$ cat src/rtl/mem_port_arbiter.sv
// mem_port_arbiter: shares one single-ported memory between the fetch and data ports,
// data first, with a starvation counter that forces a fetch grant after STARVE_LIMIT data grants.
module mem_port_arbiter #(
    parameter int ADDR_WIDTH   = 32,
    parameter int DATA_WIDTH   = 32,
    parameter int STARVE_LIMIT = 4
) (
    input  logic                  clk,
    input  logic                  rst,
    input  logic                  if_req,
    input  logic [ADDR_WIDTH-1:0] if_addr,
    output logic                  if_rvalid,
    output logic [DATA_WIDTH-1:0] if_rdata,
    input  logic                  dm_req,
    input  logic                  dm_we,
    input  logic [ADDR_WIDTH-1:0] dm_addr,
    input  logic [DATA_WIDTH-1:0] dm_wdata,
    output logic                  dm_rvalid,
    output logic [DATA_WIDTH-1:0] dm_rdata,
    output logic                  mem_req,
    output logic                  mem_we,
    output logic [ADDR_WIDTH-1:0] mem_addr,
    output logic [DATA_WIDTH-1:0] mem_wdata,
    input  logic                  mem_ack,
    input  logic [DATA_WIDTH-1:0] mem_rdata,
    output logic                  stall_if,
    output logic                  stall_mem,
    output logic                  busy
);
    typedef enum logic [1:0] {IDLE, FETCH, DATA, RESP} state_t;
    localparam logic [3:0] LIMIT = 4'(STARVE_LIMIT);
    state_t     r_state, w_next;
    logic       r_dm;
    logic [3:0] r_starve;
    logic       w_grant_dm, w_grant, w_done;
    assign w_grant_dm = dm_req & (~if_req | (r_starve < LIMIT));
    assign w_grant    = (r_state == IDLE) & (if_req | dm_req);
    assign w_done     = ((r_state == FETCH) | (r_state == DATA)) & mem_ack;
    always_comb begin
        w_next = r_state;
        w_next = (r_state == IDLE) ? (w_grant_dm ? DATA : (if_req ? FETCH : IDLE)) :
                 (r_state == RESP) ? IDLE :
                 (mem_ack ? RESP : r_state);
    end
    always_ff @(posedge clk or posedge rst) begin
        if (rst) r_state <= IDLE;
        else     r_state <= w_next;
    end
    always_ff @(posedge clk or posedge rst) begin
        if (rst) begin
            r_dm      <= 1'b0;
            r_starve  <= 4'd0;
            mem_req   <= 1'b0;
            mem_we    <= 1'b0;
            mem_addr  <= '0;
            mem_wdata <= '0;
            if_rdata  <= '0;
            dm_rdata  <= '0;
        end else if (w_grant) begin
            r_dm      <= w_grant_dm;
            r_starve  <= (w_grant_dm & if_req) ? r_starve + 4'(r_starve < LIMIT) : 4'd0;
            mem_req   <= 1'b1;
            mem_we    <= w_grant_dm & dm_we;
            mem_addr  <= w_grant_dm ? dm_addr : if_addr;
            mem_wdata <= w_grant_dm ? dm_wdata : '0;
        end else if (w_done) begin
            mem_req <= 1'b0;
            mem_we  <= 1'b0;
            // mem_we still holds the granted direction at the ack edge
            if (r_dm) dm_rdata <= mem_we ? '0 : mem_rdata;
            else      if_rdata <= mem_rdata;
        end
    end
    assign if_rvalid = (r_state == RESP) & ~r_dm;
    assign dm_rvalid = (r_state == RESP) & r_dm;
    assign stall_if  = if_req & ~if_rvalid;
    assign stall_mem = dm_req & ~dm_rvalid;
    assign busy      = r_state != IDLE;
endmodule
$ cat config.mk
export PLATFORM = sky130hd
export DESIGN_NAME = mem_port_arbiter
export DESIGN_NICKNAME = d
export VERILOG_FILES = /design/src/rtl/mem_port_arbiter.sv
export SDC_FILE = /design/constraint.sdc
export NUM_CORES = 1
export LEC_CHECK = 0
export CORE_MARGIN = 2
export CORE_UTILIZATION = 42
export CTS_CLUSTER_SIZE = 40
export DETAILED_ROUTE_END_ITERATION = 10
export GPL_TIMING_DRIVEN = 0
export PLACE_DENSITY = 0.78
export SLEW_MARGIN = 20
export SYNTH_ARGS = -nofsm -noshare
export SYNTH_HDL_FRONTEND = slang
export SYNTH_SLANG_ARGS = --single-unit
$ cat constraint.sdc
create_clock -name clk -period 5.2 [get_ports clk]
set_input_delay 1.04 -clock clk [delete_from_list [all_inputs] [get_ports clk]]
set_output_delay 1.04 -clock clk [all_outputs]
set_load 0.01 [all_outputs]
==> results.sh <==
export IMPL_stdcell_area_um2=9365
export IMPL_cts_resized=0
export IMPL_clock_skew_ns=0.007520
export IMPL_ys_seq_area_frac=0.5794
export IMPL_drive_gt1_frac=0.1253
export IMPL_combPwrFrac=0.478
export IMPL_p_per_area_nw_per_um2=607.6
export IMPL_rrSetupSlack_ns=2.95
export IMPL_synth_flop_cell="dfrtp_1"
export IMPL_syn_cell_area_um2=5917
export IMPL_dp_slack_ns=1.019
export IMPL_critical_path_endpoint="stall_mem"
export IMPL_place_gp_congestion=0.8572
export IMPL_drv_slew=0
export IMPL_grt_pass1_wl_mm=27.32
export IMPL_layout_setup_ws_ns=1.033
export IMPL_max_cap_violations=0
export IMPL_rr_worst_depth=5
export IMPL_required_ns=4.16
export IMPL_synth_top_area_share=0.5794
export IMPL_vdd_drop_max_mv=0.2580
export IMPL_cts_root_buf="clkbuf_16"
export IMPL_rsz0062_at_grt="false"
export IMPL_finalPower_mw=5.691
export IMPL_startpoint_type="primary input"
export IMPL_die_w_um=122.7
export IMPL_worstMarginPinSlew_ns=0.7975
export IMPL_slowest_stage="clkdlybuf4s50_1"
export IMPL_relSlewSlack=0.4647
export IMPL_critPathMaxStageDelay_ns=0.57
export IMPL_rows=43
export IMPL_seq_power_share=0.331
export IMPL_grt_max_degree=70
export IMPL_switching_power_mw=1.872
export IMPL_clk_pin_slew_ns=0.05
export IMPL_leakagePower_nw=4.006
export IMPL_synth_area_leader_cell="dfrtp_1"
export IMPL_fmax_ghz=0.2400
export IMPL_p_int_mw=3.819
export IMPL_syn_inst=495
export IMPL_place_inst=943
export IMPL_clockBufferDepth=2
export IMPL_hold_path_class="register to register"
export IMPL_crit_chain="clkdlybuf4s50_1, clkbuf_1, clkbuf_1, nor2b_1, clkdlybuf4s50_1"
export IMPL_syn_avg_cell_area_um2=11.95
export IMPL_finalHoldViolCount=0
export IMPL_dieHeight_um=122.7
export IMPL_core_area_um2=13830
export IMPL_track_usage=0.2375
export IMPL_ys_seq_elements=137
export IMPL_fillers=995
export IMPL_synth_nets=633
export IMPL_synth_edff_count=0
export IMPL_crit_fanout=10
export IMPL_io_pins=269
export IMPL_final_cell_mix="clkdlybuf4s50_1 (267), dfrtp_1 (137), nand2_1 (88)"
export IMPL_postLayoutCoreUtil=0.6773
export IMPL_synth_area_top_cells="dfrtp_1 (58%), mux2_4 (7.6%), mux2_2 (6.1%)"
export IMPL_status="complete, no violations"
export IMPL_rr_startpoint="r_starve[3]$_DFFE_PP0P_"
export IMPL_clock_sinks=137
export IMPL_postCtsSetupBuffers=0
export IMPL_dpl_hpwl_mm=13.22
export IMPL_antenna_cells=0
export IMPL_final_nets=920
export IMPL_grt_overflow=0
export IMPL_async_reset_ff_frac=1.000
export IMPL_start_util=0.4279
export IMPL_crit_path_end_kind="output port"
export IMPL_htree_num_levels=4
export IMPL_yosysWarnings=0
export IMPL_setup_viol=0
export IMPL_grt_pass1_vias=5227
export IMPL_wl_mm=17.69
export IMPL_dr_pass1_iters=5
export IMPL_finalCritPeriodShare=0.8013
export IMPL_rr_endpoint="mem_addr[1]$_DFFE_PP0P_"
export IMPL_fin_setup_tns_ns=0
export IMPL_worstSetupPathType="primary input to output port"
export IMPL_synth_distinct_cells=26
export IMPL_p_sw_frac=0.3289
export IMPL_clkLatencyLatePin_ns=0.41
export IMPL_hold_buffers=0
export IMPL_dieArea_um2=15050
export IMPL_numCtsBuffers=17
export IMPL_post_drt_wl_per_cell_um=18.24
export IMPL_cts_tree="built"
export IMPL_layout_commonest_cell="clkdlybuf4s50_1"
export IMPL_drc=0
export IMPL_cp_data_arrival_time_ns=3.13
export IMPL_clkPwrFrac=0.191
export IMPL_final_cells=970
export IMPL_holdWs_ns=0.4778
export IMPL_placed_area_um2=8850
export IMPL_antenna_found_initial=0
export IMPL_area_delta_synth_final_pct=58.28
export IMPL_port_buffers=267
export IMPL_routed_via_density=5.244
export IMPL_min_path_cells=2
export IMPL_num_vias=5087
export IMPL_fin_crit_ns=4.167
export IMPL_drt_antenna_violating_nets=0
export IMPL_crit_start="dm_req"
export IMPL_drt_initial_drc_count=322
-- layout make-up --
class / count / area (um2) / area share
clock buffer: 23 / 467.9 / 0.04997
multi-input combinational: 311 / 2267 / 0.2421
sequential: 137 / 3428 / 0.3661
clock inverter: 4 / 47.55 / 0.005077
tap: 180 / 225.2 / 0.02405
buffer: 42 / 202.7 / 0.02164
inverter: 5 / 26.28 / 0.002806
timing repair buffer: 268 / 2700 / 0.2883
-- per-layer routing --
metal | track usage | share of wire | up-vias
met1 | 0.2827 | 0.40 | 2486
met3 | 0.07574 | 0.092 | 31
met2 | 0.4016 | 0.49 | 251
li1 | - | - | 2319
met5 | 0 | 0 | -
met4 | 0.08764 | 0.020 | 0
-- cells in the mapped netlist, drive strengths merged, types with 3 or more instances --
| cell | number |
|---|---|
| clkbuf | 31 |
| mux2 | 64 |
| nor2b | 35 |
| a22o | 24 |
| nand4 | 34 |
| nor2 | 3 |
| dfrtp | 137 |
| o211ai | 32 |
| o21ai | 15 |
| nand2 | 88 |
| inv | 5 |
| ha | 4 |
| buf | 11 |
| and2 | 4 |
-- power by group through the flow --
stage               clock, mW  sequential (mW)  combinational (mW)
CTS                      1.10             1.89                2.75
floorplan                   0             2.08                1.09
global route             1.15             1.95                2.93
finish                   1.09             1.88                2.72
global placement            0             1.86                2.67
detailed placement          0             1.90                2.73
-- sequential cells by signal, indices dropped and copies added, names as in the netlist --
name	cells
dm_rdata	32
if_rdata	32
mem_addr	32
mem_req	1
mem_wdata	32
mem_we	1
r_dm	1
r_starve	4
r_state	2
-- worst min-delay path by stage --
stage	from	endpoint	slack, ns
floorplan	r_starve[0]$_DFFE_PP0P_	r_starve[0]$_DFFE_PP0P_	0.46
global placement	mem_req$_DFFE_PP0P_	mem_req$_DFFE_PP0P_	0.47
detailed placement	mem_req$_DFFE_PP0P_	mem_req$_DFFE_PP0P_	0.47
CTS	mem_req$_DFFE_PP0P_	mem_req$_DFFE_PP0P_	0.48
global route	mem_req$_DFFE_PP0P_	mem_req$_DFFE_PP0P_	0.52
finish	mem_req$_DFFE_PP0P_	mem_req$_DFFE_PP0P_	0.48
-- cells by family after synthesis --
logic type                 after synthesis  synth area share
muxes                                   64            0.1408
DFF                                    137            0.5794
adders and majority gates                4          0.008459
buffers and inverters                   47           0.03743
and+or+nand+nor                        168            0.1396
AOI/OAI and AO/OA                       75           0.09431
-- worst max-delay path: cells and delay by family --
kind,cells,cell delay (ns)
simple gates,1,0.19
buf+inv,4,1.90
No activity file was read; power rests on OpenSTA's default activity.
